`config.mk`:
```
export PLATFORM = sky130hd
export DESIGN_NAME = mem_access_unit
export DESIGN_NICKNAME = d
export VERILOG_FILES = /design/src/rtl/mem_pkg.sv /design/src/rtl/mem_load_align.sv /design/src/rtl/mem_access_unit.sv
export SDC_FILE = /design/constraint.sdc
export NUM_CORES = 1
export LEC_CHECK = 0
export BUFFER_PORTS_ARGS = -buffer_cell sky130_fd_sc_hd__buf_4
export CORE_ASPECT_RATIO = 0.9
export CORE_MARGIN = 3
export CORE_UTILIZATION = 40
export CTS_CLUSTER_SIZE = 25
export DETAILED_ROUTE_END_ITERATION = 10
export GPL_TIMING_DRIVEN = 1
export PLACE_DENSITY_LB_ADDON = 0.15
export SYNTH_ARGS = -nofsm -noshare
export SYNTH_HDL_FRONTEND = slang
export SYNTH_HIERARCHICAL = 1
export SYNTH_SLANG_ARGS = --single-unit
```
`constraint.sdc`:
```
create_clock -name clk -period 3.5 [get_ports clk]
set_input_delay 0.35 -clock clk [delete_from_list [all_inputs] [get_ports clk]]
set_output_delay 0.35 -clock clk [all_outputs]
set_load 0.01 [all_outputs]
```
`src/rtl/mem_pkg.sv`:
```
// Shared types and funct3 encodings for the memory-stage access controller.
package mem_pkg;

  typedef enum logic [1:0] {
    IDLE = 2'd0,
    BUSY = 2'd1,
    DONE = 2'd2
  } mem_state_t;

  localparam logic [2:0] F3_B  = 3'b000;
  localparam logic [2:0] F3_H  = 3'b001;
  localparam logic [2:0] F3_W  = 3'b010;
  localparam logic [2:0] F3_BU = 3'b100;
  localparam logic [2:0] F3_HU = 3'b101;

endpackage

```
`src/rtl/mem_load_align.sv`:
```
// Shifts the raw cache word down by the byte offset and sign/zero-extends per funct3.
module mem_load_align
  import mem_pkg::*;
(
  input  logic [2:0]  funct3,
  input  logic [1:0]  offset,
  input  logic [31:0] raw,
  output logic [31:0] data
);

  logic [31:0] sh;

  assign sh = raw >> {offset, 3'b000};

  always_comb begin
    data = sh;
    case (funct3)
      F3_B:    data = {{24{sh[7]}}, sh[7:0]};
      F3_H:    data = {{16{sh[15]}}, sh[15:0]};
      F3_BU:   data = {24'h0, sh[7:0]};
      F3_HU:   data = {16'h0, sh[15:0]};
      default: data = sh;
    endcase
  end

endmodule

```
`src/rtl/mem_access_unit.sv`:
```
// Memory-stage data-cache controller: issues one request per load/store, stalls
// the pipeline until the cache responds, and holds the aligned load result.
module mem_access_unit
  import mem_pkg::*;
(
  input  logic        clk,
  input  logic        reset,
  input  logic        MEM_valid,
  input  logic        MEM_is_load,
  input  logic        MEM_is_store,
  input  logic [2:0]  MEM_funct3,
  input  logic [31:0] MEM_alu_out,
  input  logic [31:0] MEM_rs2,
  input  logic        advance,
  output logic        dmem_read,
  output logic        dmem_write,
  output logic [31:0] dmem_address,
  output logic [3:0]  dmem_byte_enable,
  output logic [31:0] dmem_wdata,
  input  logic        dmem_resp,
  input  logic [31:0] dmem_rdata,
  output logic [31:0] MEM_rdata,
  output logic        mem_stall,
  output logic        mem_misaligned
);

  mem_state_t  state, state_nxt;
  logic        is_mem, f3_bad, align_bad, access, issue, finish;
  logic [3:0]  be_c;
  logic [2:0]  f3_q;
  logic [1:0]  off_q;
  logic [31:0] ld_data;

  assign is_mem = MEM_valid & (MEM_is_load | MEM_is_store);

  // Stores only have B/H/W; loads additionally have BU/HU.
  assign f3_bad = MEM_is_store ? (MEM_funct3[2] | (MEM_funct3[1:0] == 2'b11))
                               : ((MEM_funct3[1:0] == 2'b11) | (MEM_funct3 == 3'b110));
  assign align_bad = ((MEM_funct3[1:0] == 2'b01) & MEM_alu_out[0]) |
                     ((MEM_funct3[1:0] == 2'b10) & (MEM_alu_out[1:0] != 2'b00));

  assign mem_misaligned = is_mem & (f3_bad | align_bad);
  assign access         = is_mem & ~mem_misaligned;
  assign mem_stall      = access & (state != DONE);

  always_comb begin
    be_c = 4'b0000;
    if (MEM_is_store) begin
      case (MEM_funct3[1:0])
        2'b00:   be_c = 4'b0001 << MEM_alu_out[1:0];
        2'b01:   be_c = 4'b0011 << {MEM_alu_out[1], 1'b0};
        2'b10:   be_c = 4'b1111;
        default: be_c = 4'b0000;
      endcase
    end
  end

  always_comb begin
    state_nxt = state;
    issue     = 1'b0;
    finish    = 1'b0;
    case (state)
      IDLE: if (access) begin
        state_nxt = BUSY;
        issue     = 1'b1;
      end
      BUSY: if (dmem_resp) begin
        state_nxt = DONE;
        finish    = 1'b1;
      end
      DONE: if (advance) state_nxt = IDLE;
      default: state_nxt = IDLE;
    endcase
  end

  always_ff @(posedge clk or negedge reset) begin
    if (!reset) state <= IDLE;
    else        state <= state_nxt;
  end

  mem_load_align u_align (
    .funct3 (f3_q),
    .offset (off_q),
    .raw    (dmem_rdata),
    .data   (ld_data)
  );

  // funct3/offset are latched at issue so extraction does not depend on upstream holding.
  always_ff @(posedge clk or negedge reset) begin
    if (!reset) begin
      dmem_read        <= 1'b0;
      dmem_write       <= 1'b0;
      dmem_address     <= 32'h0;
      dmem_byte_enable <= 4'h0;
      dmem_wdata       <= 32'h0;
      MEM_rdata        <= 32'h0;
      f3_q             <= 3'b000;
      off_q            <= 2'b00;
    end else begin
      if (issue) begin
        dmem_read        <= MEM_is_load;
        dmem_write       <= MEM_is_store & ~MEM_is_load;
        dmem_address     <= {MEM_alu_out[31:2], 2'b00};
        dmem_byte_enable <= be_c;
        dmem_wdata       <= MEM_rs2 << {MEM_alu_out[1:0], 3'b000};
        f3_q             <= MEM_funct3;
        off_q            <= MEM_alu_out[1:0];
      end
      if (finish) begin
        dmem_read  <= 1'b0;
        dmem_write <= 1'b0;
        if (dmem_read) MEM_rdata <= ld_data;
      end
    end
  end

endmodule

```
==> flow_metrics.env <==
export IMPL_numCtsBuffers=9
export IMPL_finalHoldViolations=0
export IMPL_setup_violations=0
export IMPL_rsz0062_at_grt="false"
export IMPL_reg2reg_slack_ps=1280
export IMPL_worst_path_buf_inv=1
export IMPL_hold_path_class="in -> async"
export IMPL_postSynthCellCount=474
export IMPL_finClkSkew_ps=6.39
export IMPL_drive_gt1_share_pct=47.0
export IMPL_die_w_um=127
export IMPL_status="finished clean"
export IMPL_wl_met1_um=6070
export IMPL_seq_power_share_pct=39.3
export IMPL_powerDensity_nw_per_um2=689
export IMPL_grt_first_pass_wirelength_um=22200
export IMPL_nNetsFinal=771
export IMPL_clkPwrFrac_pct=22.1
export IMPL_pwr_share_comb_pct=38.6
export IMPL_dp_slack_ps=1240
export IMPL_cp_startpoint="off_q[0]"
export IMPL_worst_pin_slew_ps=1080
export IMPL_ys_types=35
export IMPL_path_cells="buf_4 > mux2i_1 > nand3b_1 > o211ai_2 > o21ai_0 > mux2_2"
export IMPL_tritoncts="yes"
export IMPL_track_usage_pct=19.3
export IMPL_fin_ws_ps=1280
export IMPL_slowest_stage="dfrtp_1"
export IMPL_setup_tns_final_ps=0
export IMPL_p_switching_w=0.00164
export IMPL_end_kind="register"
export IMPL_async_reset_ff_share_pct=100
export IMPL_yosysWarnings=6
export IMPL_synth_avg_cell_area_um2=11.2
export IMPL_synth_seq_cells=107
export IMPL_cpPeakStageDelay_ps=420
export IMPL_synthesis_area_um2=5290
export IMPL_synth_top_area_share_pct=50.7
export IMPL_wire_per_inst_um=16.6
export IMPL_ctsHoldBuffers=0
export IMPL_crit_fanout=32
export IMPL_cts_setup_buffers=0
export IMPL_period_share_pct=63.6
export IMPL_grt_max_degree=86
export IMPL_core_area_um2=12800
export IMPL_boundaryPins=210
export IMPL_place_area_um2=6920
export IMPL_power_total_w=0.00499
export IMPL_clock_sinks=107
export IMPL_drt_iter0_markers=230
export IMPL_cts_path_max_buffers=2
export IMPL_die_area_um2=14600
export IMPL_antenna_found_initial=0
export IMPL_antennaDiodeCount=0
export IMPL_die_y_um=115
export IMPL_leakagePower_nw=3.55
export IMPL_wl_met2_um=6240
export IMPL_clkTransAtPathRegs_ps=70
export IMPL_worstRegToRegCells=6
export IMPL_drv_cap=0
export IMPL_cts_resized=0
export IMPL_num_rows=39
export IMPL_crit_type="reg -> reg"
export IMPL_synth_flop_cell="dfrtp_1"
export IMPL_arrival_ps=2460
export IMPL_r2r_start="off_q[0]"
export IMPL_overflow=0
export IMPL_drc=0
export IMPL_slew_viol_final=0
export IMPL_worst_r2r_endpoint="MEM_rdata[16]"
export IMPL_clk_latency_ps=350
export IMPL_cp_start_kind="register"
export IMPL_ir_drop_mv=0.392
export IMPL_synth_edf_count=0
export IMPL_fmax_mhz=449
export IMPL_synth_most_common_cell="dfrtp_1"
export IMPL_yosys_top_cells_area="dfrtp_1, mux2_2, mux2i_1"
export IMPL_nFillCells=1146
export IMPL_synth_yosys_seq_area_share_pct=50.7
export IMPL_swShare_pct=32.9
export IMPL_portBuffers=207
export IMPL_start_util_pct=41.3
export IMPL_synthTopCellsByCount="dfrtp_1, mux2_2, nand2_1"
export IMPL_syn2layout_area_growth_pct=37.0
export IMPL_synth_area_leader_cell="dfrtp_1"
export IMPL_cts_root_buf="clkbuf_16"
export IMPL_cts_max_level=3
export IMPL_relSlewSlack_pct=27.9
export IMPL_dpl_hpwl_um=10400
export IMPL_cp_required_ps=3740
export IMPL_grt_pass1_vias=4214
export IMPL_dr_pass1_iters=4
export IMPL_path_delay_family="multiplexers"
export IMPL_dr_max_layer_used="met4"
export IMPL_place_gp_congestion=0.836
export IMPL_via_per_inst=5.02
export IMPL_wl_um=13800
export IMPL_internal_power_w=0.00335
export IMPL_finalCriticalPeriod_ps=2220
export IMPL_met3WireLength_um=1270
export IMPL_ant_nets=0
export IMPL_final_cell_area_um2=7240
export IMPL_vias=4187
-- worst max-delay path by stage --
stage	end	slack, ps	cells past startpoint
after floorplan	MEM_rdata[10]	1920	7
after global placement	dmem_address[5]	1310	5
after detailed placement	dmem_address[19]	1240	5
after CTS	MEM_rdata[16]	1260	6
after global routing	MEM_rdata[16]	1090	6
final	MEM_rdata[16]	1280	6
-- cells in the final DEF, fill, tap and decap left out, types with 2 or more instances in the layout --
cell	n
o31ai_1	3
mux2i_1	36
dfrtp_1	107
buf_4	212
a21oi_1	23
inv_6	2
o21ai_0	35
nand3b_1	2
clkbuf_16	9
o31ai_2	5
nor2_1	33
nand2_1	55
a211oi_1	22
o21ai_2	2
a21boi_0	2
nand2b_1	3
inv_1	5
nor2b_1	18
nand3_1	2
conb_1	2
mux2_2	73
bufinv_16	2
-- worst register-to-register path: cells and delay by family (launching register included) --
kind	cells	cell delay, ps
flip-flops	1	420
AO/OA/AOI/OAI	2	510
buffers and inverters	1	400
multiplexers	2	650
AND/OR/NAND/NOR	1	130
-- cells by family after synthesis --
group	synth area share (%)
simple gates	10.1
other cells	0.0709
flops	50.7
buf+inv	4.09
compound gates	12.7
mux	22.4
-- metrics by stage --
| stage | hold slack [ps] | cells | utilization [%] |
|---|---|---|---|
| after floorplan | 54.4 | 475 | - |
| after global placement | 465 | 818 | 54.1 |
| after detailed placement | 472 | 818 | 54.1 |
| after CTS | 179 | 834 | 56.6 |
| after global routing | 208 | 834 | 56.6 |
| final | 183 | 834 | 56.6 |
-- flip-flops by register name, summed over array words and instances (netlist names) --
register          count
dmem_byte_enable      4
dmem_address         30
dmem_read             1
off_q                 2
dmem_wdata           32
f3_q                  3
state                 2
dmem_write            1
MEM_rdata            32
-- routing by layer --
| layer | track usage [%] | vias to the layer above |
|---|---|---|
| li1 | - | 2049 |
| met1 | 25.6 | 1972 |
| met2 | 29.2 | 147 |
| met3 | 7.48 | 19 |
| met4 | 6.36 | 0 |
| met5 | 0 | - |
-- layout make-up --
cell class	instances	area, um2	share of cell area, %
sequential	107	2680	37.0
timing repair buffer	213	1610	22.3
inverter	5	18.8	0.259
clock inverter	6	93.8	1.30
multi-input combinational	329	2400	33.2
clock buffer	10	229	3.16
tap	164	205	2.83
-- power by group through the flow --
stage / Combinational, W / Clock [W] / Sequential [W]
2_1_floorplan: 0.000856 / 0 / 0.00209
3_3_place_gp: 0.00192 / 0 / 0.00196
3_5_place_dp: 0.00195 / 0 / 0.00198
4_1_cts: 0.00195 / 0.00115 / 0.00196
5_1_grt: 0.00212 / 0.00120 / 0.00202
6_report: 0.00192 / 0.00110 / 0.00196
(Power assumes the default switching activity.)
